$ cat config.mk
export PLATFORM = sky130hd
export DESIGN_NAME = pulse_width_classifier
export DESIGN_NICKNAME = d
export VERILOG_FILES = /design/src/rtl/pulse_width_classifier.sv
export SDC_FILE = /design/constraint.sdc
export NUM_CORES = 1
export LEC_CHECK = 0
export BUFFER_PORTS_ARGS = -buffer_cell sky130_fd_sc_hd__buf_2
export CORE_AREA = 2 2 153 110
export CTS_CLUSTER_DIAMETER = 120
export DETAILED_ROUTE_END_ITERATION = 8
export DIE_AREA = 0 0 155 112
export SLEW_MARGIN = 0
export SYNTH_ARGS = -nofsm -noshare
export SYNTH_HDL_FRONTEND = slang
export SYNTH_SLANG_ARGS = --single-unit
$ cat constraint.sdc
create_clock -name clk -period 6.69 [get_ports clk]
set_input_delay 1.6725 -clock clk [delete_from_list [all_inputs] [get_ports clk]]
set_output_delay 1.6725 -clock clk [all_outputs]
set_load 0.02 [all_outputs]
$ cat src/rtl/pulse_width_classifier.sv
// pulse_width_classifier: per-channel synchroniser, high-time counter,
// falling-edge SHORT/OK/LONG classification and valid/ready event register.
// Optional build macro PWC_DEGLITCH_EN adds a DEGLITCH-cycle level filter
// between the synchroniser and the edge detector.
module pulse_width_classifier #(
  parameter int unsigned CHANNELS = 4,
  parameter int unsigned CNT_W    = 8,
  parameter int unsigned DEGLITCH = 2
) (
  input  logic                      clk,
  input  logic                      rst,
  input  logic [CHANNELS-1:0]       in,
  input  logic [CNT_W-1:0]          thr_lo,
  input  logic [CNT_W-1:0]          thr_hi,
  input  logic                      mode,
  output logic [CHANNELS-1:0]       evt_valid,
  input  logic [CHANNELS-1:0]       evt_ready,
  output logic [2*CHANNELS-1:0]     evt_class,
  output logic [CNT_W*CHANNELS-1:0] evt_width,
  output logic [CHANNELS-1:0]       overrun,
  input  logic [CHANNELS-1:0]       clr_overrun
);

  typedef enum logic [1:0] {
    CLS_SHORT = 2'b00,
    CLS_OK    = 2'b01,
    CLS_LONG  = 2'b10
  } pwc_class_e;

  localparam logic [CNT_W-1:0] CNT_MAX = '1;

  logic [CHANNELS-1:0] s1;
  logic [CHANNELS-1:0] s2;
  logic [CHANNELS-1:0] lvl;
  logic [CHANNELS-1:0] p;
  logic [CNT_W-1:0]    cnt      [CHANNELS];
  pwc_class_e          cls      [CHANNELS];
  pwc_class_e          class_r  [CHANNELS];
  logic [CNT_W-1:0]    width_r  [CHANNELS];
  logic [CHANNELS-1:0] new_evt;
  logic [CHANNELS-1:0] take;

`ifdef PWC_DEGLITCH_EN
  localparam int unsigned DG_W = (DEGLITCH > 1) ? $clog2(DEGLITCH) : 1;

  logic [DG_W-1:0]     dg_cnt [CHANNELS];
  logic [CHANNELS-1:0] lvl_q;

  // Level follows s2 only after s2 has disagreed for DEGLITCH consecutive cycles.
  always_ff @(posedge clk) begin
    if (rst) begin
      lvl_q <= '0;
      for (int unsigned i = 0; i < CHANNELS; i++) dg_cnt[i] <= '0;
    end else begin
      for (int unsigned i = 0; i < CHANNELS; i++) begin
        if (s2[i] != lvl_q[i]) begin
          if (dg_cnt[i] == DG_W'(DEGLITCH - 1)) begin
            lvl_q[i]  <= s2[i];
            dg_cnt[i] <= '0;
          end else begin
            dg_cnt[i] <= dg_cnt[i] + 1'b1;
          end
        end else begin
          dg_cnt[i] <= '0;
        end
      end
    end
  end

  assign lvl = lvl_q;
`else
  // Unfiltered build: the synchroniser output is the level; DEGLITCH has no effect.
  if (DEGLITCH > 0) begin : g_direct
    assign lvl = s2;
  end else begin : g_direct_zero
    assign lvl = s2;
  end
`endif

  // Classify the running count on a falling level and decide whether it is reported.
  always_comb begin
    new_evt = '0;
    take    = '0;
    for (int unsigned i = 0; i < CHANNELS; i++) begin
      cls[i] = CLS_OK;
      if (cnt[i] < thr_lo) begin
        cls[i] = CLS_SHORT;
      end else if (cnt[i] > thr_hi) begin
        cls[i] = CLS_LONG;
      end
      new_evt[i] = ~lvl[i] & p[i] & (mode | (cls[i] == CLS_OK));
      take[i]    = ~evt_valid[i] | evt_ready[i];
    end
  end

  // Synchroniser, width counter, event register and sticky overrun.
  always_ff @(posedge clk) begin
    if (rst) begin
      s1        <= '0;
      s2        <= '0;
      p         <= '0;
      evt_valid <= '0;
      overrun   <= '0;
      for (int unsigned i = 0; i < CHANNELS; i++) begin
        cnt[i]     <= '0;
        class_r[i] <= CLS_SHORT;
        width_r[i] <= '0;
      end
    end else begin
      s1 <= in;
      s2 <= s1;
      p  <= lvl;
      for (int unsigned i = 0; i < CHANNELS; i++) begin
        if (lvl[i] & ~p[i]) begin
          cnt[i] <= CNT_W'(1);
        end else if (lvl[i] & p[i] & (cnt[i] != CNT_MAX)) begin
          cnt[i] <= cnt[i] + 1'b1;
        end

        // A reported event loads whenever the slot is empty or being drained now.
        if (new_evt[i] & take[i]) begin
          evt_valid[i] <= 1'b1;
          class_r[i]   <= cls[i];
          width_r[i]   <= cnt[i];
        end else if (evt_valid[i] & evt_ready[i]) begin
          evt_valid[i] <= 1'b0;
        end

        if (new_evt[i] & ~take[i]) begin
          overrun[i] <= 1'b1;
        end else if (clr_overrun[i]) begin
          overrun[i] <= 1'b0;
        end
      end
    end
  end

  // Flatten per-channel event fields onto the output buses.
  always_comb begin
    evt_class = '0;
    evt_width = '0;
    for (int unsigned i = 0; i < CHANNELS; i++) begin
      evt_class[2*i +: 2]         = class_r[i];
      evt_width[CNT_W*i +: CNT_W] = width_r[i];
    end
  end

endmodule

==> reports/metrics.csv, run 1 <==
metric,value,unit
Die Width,155,um
CP Max Fanout,10,
Syn Area/Cell,10.3,sq um
fin crit share,0.577,
largest net degree at the start of global routing,48,
"Slew Viols, Final",0,
Site Rows,39,
dpl hpwl,9770,um
Final Hold Viols,0,
Synth Warn #,0,
Syn-to-layout area delta,15.9,%
sequential area share after synthesis,0.468,
total core area,16000,sq um
Post-Syn Instances,530,
status,finished clean,
path type of the worst setup path,in2reg,
postcts setup bufs,0,
CTS Buf Count,9,
PwrDens,211,nW/um^2
minimum clock period,3.86,ns
post-synthesis register bit count,92,
GRT overflow,0,
HP Class,reg2reg,
syn nets,625,
DIE HEIGHT,112,um
via count,4069,
CP arrival,3.84,ns
CTS resizes,0,
Root Driver,clkbuf_16,
First-pass DRT Iterations,4,
"Setup violations, final",0,
LEAKAGE,2.70,nW
maximum vdd drop,0.0956,mV
post-placement setup slack,2.46,ns
Slew HR,0.362,
top post-synthesis cells by area,"edfxtp_1, ha_1, dfxtp_1, nor2_1, nand2_1",
Yosys cell types,47,
CTS tree,built,
Initial Util,0.343,
cell taking the most area after synthesis,edfxtp_1,
final worst setup slack,2.83,ns
unrepaired setup endpoints after global routing,false,
Worst-path clk slew,0.06,ns
die area,17400,sq um
initial DRC count,201,
CTS H-tree lvls,3,
GP Congestion,0.832,
Final Power,0.00134,W
Final ANT Viol Nets,0,
worst endpoint required time,6.67,ns
clk_lat worst skew,0.35,ns
final antenna diode count,0,
first-pass GRT wire length,20700,um
highest clock rate,0.259,GHz
Yosys top cell area share,0.395,
GRT Overall Usage,0.155,
vias in the first global route,3988,
# DRC,0,
CTS Hold Bufs,0,
Slew @ Worst Pin,0.956,ns
post-route setup TNS,0,ns
total of max-cap violations,0,
Worst setup SP type,input pin,
Layout Nets,702,
IO Port Bufs,78,
initial antenna violation count,0,
drt total wl,12800,um
DR WL/cell,15.6,um
clock buffer depth,2,
Critical Path End Type,register,
share of cells above drive strength 1,0.180,
mapped cell area,5480,sq um
io pins,79,
vias per inst,4.98,
clock skew,0.00813,ns
TritonCTS Sinks,92,
-- state kept, by name, indices dropped and copies added (netlist names) --
| name | count |
|---|---|
| width_r | 32 |
| s1 | 4 |
| class_r | 8 |
| lvl | 4 |
| evt_valid | 4 |
| overrun | 4 |
| cnt | 32 |
| p | 4 |
-- worst paths after layout --
path,cells after the start,start,slack (ns),end
setup / recovery,8,thr_hi[1],2.83,width_r[2][2]
hold / removal,1,s1[2],0.44,lvl[2]
setup reg to reg,5,cnt[1][6],3.86,width_r[1][3]
hold reg to reg,1,s1[2],0.44,lvl[2]
-- cells by family (layout without fill, tap and decap cells) --
kind of cell | after synthesis | count (layout) | share of synthesized area
buf+inv | 36 | 118 | 0.0308
simple gates | 237 | 237 | 0.209
fa+ha+maj | 64 | 64 | 0.146
xor+xnor | 24 | 24 | 0.0384
flops | 92 | 92 | 0.468
compound gates | 77 | 77 | 0.108
-- cell usage in the layout, fill, tap and decap left out, drive strengths merged --
cell type,count
a211o,2
a211oi,6
a21o,11
a21oi,22
a221oi,1
a31oi,2
and2,5
and3,4
and3b,1
and4,2
buf,79
clkbuf,14
clkinvlp,2
dfxtp,20
edfxtp,72
ha,64
inv,23
nand2,67
nand2b,9
nand3,17
nand4,9
nor2,77
nor2b,26
nor3,3
nor4,7
nor4b,3
o2111ai,1
o211ai,4
o21ai,14
o21bai,4
o22ai,1
o31a,3
o41ai,6
or2,7
xnor2,12
xor2,12
-- critical path, cell delays in order --
cell and delay [ns]:
buf_2 0.10, inv_1 0.21, ha_1 0.30, nor2b_1 0.13, o211ai_1 0.16, a211oi_1 0.11, o31a_1 0.42, o21bai_1 0.72
-- area by class of cell --
| cell class | instances | area (sq um) |
|---|---|---|
| fill | 1558 | 9610 |
| multi-input combinational | 402 | 2750 |
| sequential | 92 | 2560 |
| timing repair buffer | 79 | 398 |
| clock buffer | 14 | 285 |
| tap | 205 | 256 |
| inverter | 23 | 86.3 |
| clock inverter | 2 | 15.0 |
-- synth_stat cells (all sizes together) --
master / number
nor2: 77
edfxtp: 72
nand2: 67
ha: 64
nor2b: 26
inv: 23
a21oi: 22
dfxtp: 20
nand3: 17
o21ai: 14
xnor2: 12
xor2: 12
a21o: 11
nand2b: 9
nand4: 9
buf: 8
nor4: 7
or2: 7
a211oi: 6
o41ai: 6
and2: 5
and3: 4
clkbuf: 4
o211ai: 4
o21bai: 4
nor3: 3
nor4b: 3
o31a: 3
a211o: 2
a31oi: 2
and4: 2
a221oi: 1
and3b: 1
clkdlybuf4s18: 1
o2111ai: 1
o22ai: 1
-- per-stage QoR --
stage | hold WS [ns] | utilization | instance area, sq um | std cells
detailed placement | 0.423 | 0.379 | 6050 | 801
CTS | 0.438 | 0.398 | 6350 | 817
global placement | 0.429 | 0.379 | 6050 | 801
finish | 0.436 | 0.398 | 6350 | 817
global route | 0.454 | 0.398 | 6350 | 817
floorplan | 0.414 | - | 5480 | 530
-- metal layers --
| layer | share of wire | global-route usage | vias to the layer above |
|---|---|---|---|
| li1 | - | - | 2039 |
| met1 | 0.46 | 0.208 | 1894 |
| met2 | 0.45 | 0.242 | 116 |
| met3 | 0.074 | 0.0405 | 20 |
| met4 | 0.017 | 0.0525 | 0 |
| met5 | 0 | 0 | - |
-- where the power goes --
part | internal (W) | switching [W]
clock | 0.000295 | 0.000211
sequential | 0.000640 | 0.0000248
combinational | 0.0000618 | 0.000106
total | 0.000997 | 0.000342
Note: power is estimated with default switching activity, not from simulation.
==> run 2: changes to the inputs <==
--- a/config.mk
+++ b/config.mk
@@ -5,11 +5,12 @@
 export SDC_FILE = /design/constraint.sdc
 export NUM_CORES = 1
 export LEC_CHECK = 0
+export ABC_AREA = 1
 export BUFFER_PORTS_ARGS = -buffer_cell sky130_fd_sc_hd__buf_2
-export CORE_AREA = 2 2 153 110
+export CORE_AREA = 2 2 152 109
 export CTS_CLUSTER_DIAMETER = 120
 export DETAILED_ROUTE_END_ITERATION = 8
-export DIE_AREA = 0 0 155 112
+export DIE_AREA = 0 0 154 111
 export SLEW_MARGIN = 0
 export SYNTH_ARGS = -nofsm -noshare
 export SYNTH_HDL_FRONTEND = slang
==> constraint.sdc (replaced) <==
create_clock -name clk -period 3.7 [get_ports clk]
set_input_delay 0.925 -clock clk [delete_from_list [all_inputs] [get_ports clk]]
set_output_delay 0.925 -clock clk [all_outputs]
set_load 0.02 [all_outputs]
==> run 2 against run 1 <==
  * Clock-buffer cell count down 5
  * Setup slack lost 1.7 ns
  * Sequential power is 79% higher
  * Sequential share of layout area about the same
  * Register-to-register slack worse by 2.5 ns
  * First-iteration DRC count increased by 25%
  * Clock skew increased by 0.0067 ns
  * Final cell count grew 11%
  * Worst hold slack got worse by 0.032 ns
  * Die area decreased by 1.5%
  * Final area increased by 0.12%
  * Critical endpoint is now width_r[3][6]
  * Highest routed layer unchanged
==> reports/metrics.csv, run 2 <==
metric,value,unit
Internal Pwr Total,0.00178,W
ys async rst share,0,
Regs by FF count,"cnt x32, width_r x32, class_r x8",
syn nets,704,
Site Rows,39,
final core utilization,0.401,
initial DRC count,251,
sw frac,0.265,
post-synthesis mux area share,0,
mapped cell area,5400,sq um
xor/xnor share of the synthesized area,0.0146,
cell taking the most area after synthesis,edfxtp_1,
HP Class,reg2reg,
IO Port Bufs,78,
die area,17100,sq um
minimum clock period,2.57,ns
maximum vdd drop,0.225,mV
Slew HR,0.560,
vias in the first global route,3946,
"EDFF count, synth",72,
Sequential Power Share,0.489,
top post-synthesis cells by area,"edfxtp_1, ha_1, nand2_1, dfxtp_1, nor2_1",
Main synth FF type,edfxtp_1,
sequential area share after synthesis,0.475,
path type of the worst setup path,in2reg,
placed cell areas,6060,sq um
"leading cell type in the layout, fill and taps excluded",nand2_1,
fin area,6360,sq um
simple-gate share of the synthesized area,0.229,
CTS tree,built,
post-route setup TNS,0,ns
unrepaired setup endpoints after global routing,false,
Syn-to-layout area delta,17.8,%
"Setup violations, final",0,
drt total wl,12800,um
"count leader, synth",nand2_1,
Final Hold Viols,0,
TritonCTS Sinks,92,
Critical Path End Type,register,
Yosys cell types,27,
PwrDens,382,nW/um^2
initial antenna violation count,0,
Syn Area/Cell,8.86,sq um
Post-Syn Instances,609,
commonest cells in the netlist,"nand2_1, nor2_1, inv_1, edfxtp_1, ha_1",
status,finished clean,
clock skew,0.0148,ns
Die Width,154,um
Synth Warn #,0,
Clk network pwr share,0.387,
CTS Hold Bufs,0,
Layout Nets,794,
Logic pwr share,0.124,
CTS Buf Count,9,
clock buffer depth,2,
GRT Overall Usage,0.155,
first-pass GRT wire length,20600,um
vias per inst,4.59,
Compound-Gate Fraction of Synth Area,0.0540,
worst endpoint required time,3.75,ns
largest net degree at the start of global routing,25,
post-placement setup slack,0.786,ns
post-synthesis register bit count,92,
Yosys top cell area share,0.401,
LEAKAGE,3.02,nW
GP Congestion,0.831,
Initial Util,0.340,
CTS H-tree lvls,3,
total of max-cap violations,0,
main combinational cell family by area after synthesis,simple AND/OR/NAND/NOR gates,
Final ANT Viol Nets,0,
clk_lat worst skew,0.35,ns
final worst setup slack,1.13,ns
Synth Area in Adders,0.148,
CP arrival,2.62,ns
R2R Setup Slk,1.41,ns
io pins,79,
Worst setup SP type,input pin,
Worst-path clk slew,0.08,ns
"Slew Viols, Final",0,
# DRC,0,
total core area,15900,sq um
highest clock rate,0.390,GHz
dpl hpwl,9840,um
most frequent cells in the layout,"nand2_1, nor2_1, inv_1",
CP Max Fanout,10,
Slew @ Worst Pin,0.659,ns
postcts setup bufs,0,
share of cells above drive strength 1,0.170,
Psw,0.000643,W
CTS resizes,0,
GRT overflow,0,
final antenna diode count,0,
DR WL/cell,14.1,um
fin crit share,0.694,
DIE HEIGHT,111,um
Root Driver,clkbuf_16,
via count,4173,
Final Power,0.00243,W
First-pass DRT Iterations,5,
-- run 2: critical path, cell delays in order --
cell and delay (ns):
buf_2 0.10, inv_1 0.21, ha_1 0.30, a21oi_1 0.15, nor2_1 0.06, nor2_1 0.09
nand2_1 0.07, nand2_1 0.06, nand2_1 0.09, nand2_2 0.12, nand2_1 0.08, o21ai_0 0.17
buf_4 0.21
-- run 2: stage by stage --
step                std cells  hold WS [ns]
CTS                       909         0.405
global placement          893         0.393
finish                    909         0.403
floorplan                 609         0.388
detailed placement        893         0.395
global route              909         0.428
-- run 2: area by class of cell --
| cell class | instances | area [sq um] |
|---|---|---|
| Sequential cell | 92 | 2560 |
| Clock buffer | 9 | 225 |
| Multi-Input combinational cell | 404 | 2410 |
| Fill cell | 1603 | 9500 |
| Tap cell | 205 | 256 |
| Inverter | 110 | 413 |
| Clock inverter | 7 | 73.8 |
| Timing Repair Buffer | 82 | 420 |
-- run 2: worst paths after layout --
path / to / cells past startpoint / start
min reg2reg: lvl[0] / 2 / s1[0]
max reg2reg: width_r[0][6] / 10 / cnt[0][7]
min: lvl[0] / 2 / s1[0]
max: width_r[3][6] / 13 / thr_hi[5]
-- run 2: kinds of logic (layout without fill, tap and decap cells) --
logic type	after synthesis	in the layout
AND/OR/NAND/NOR	277	277
buffers and inverters	113	208
flip-flops	92	92
adder cells (fa/ha/maj)	64	64
AO/OA/AOI/OAI	54	54
XOR/XNOR	9	9
-- run 2: routing by layer --
| metal | part of all wire | wire (um) | up-vias | global-route usage |
|---|---|---|---|---|
| met2 | 0.37 | 4790 | 111 | 0.207 |
| met3 | 0.054 | 691 | 11 | 0.0352 |
| li1 | - | - | 2171 | - |
| met5 | 0 | 0 | - | 0 |
| met1 | 0.56 | 7190 | 1880 | 0.249 |
| met4 | 0.0086 | 110 | 0 | 0.0318 |
-- run 2: power groups by stage --
| stage | clock network, W | registers (W) | logic [W] |
|---|---|---|---|
| final | 0.000939 | 0.00119 | 0.000300 |
| after global routing | 0.000992 | 0.00119 | 0.000344 |
| after CTS | 0.000956 | 0.00119 | 0.000300 |
| after detailed placement | 0 | 0.00121 | 0.000298 |
| after global placement | 0 | 0.00121 | 0.000293 |
| after floorplan | 0 | 0.00123 | 0.000177 |
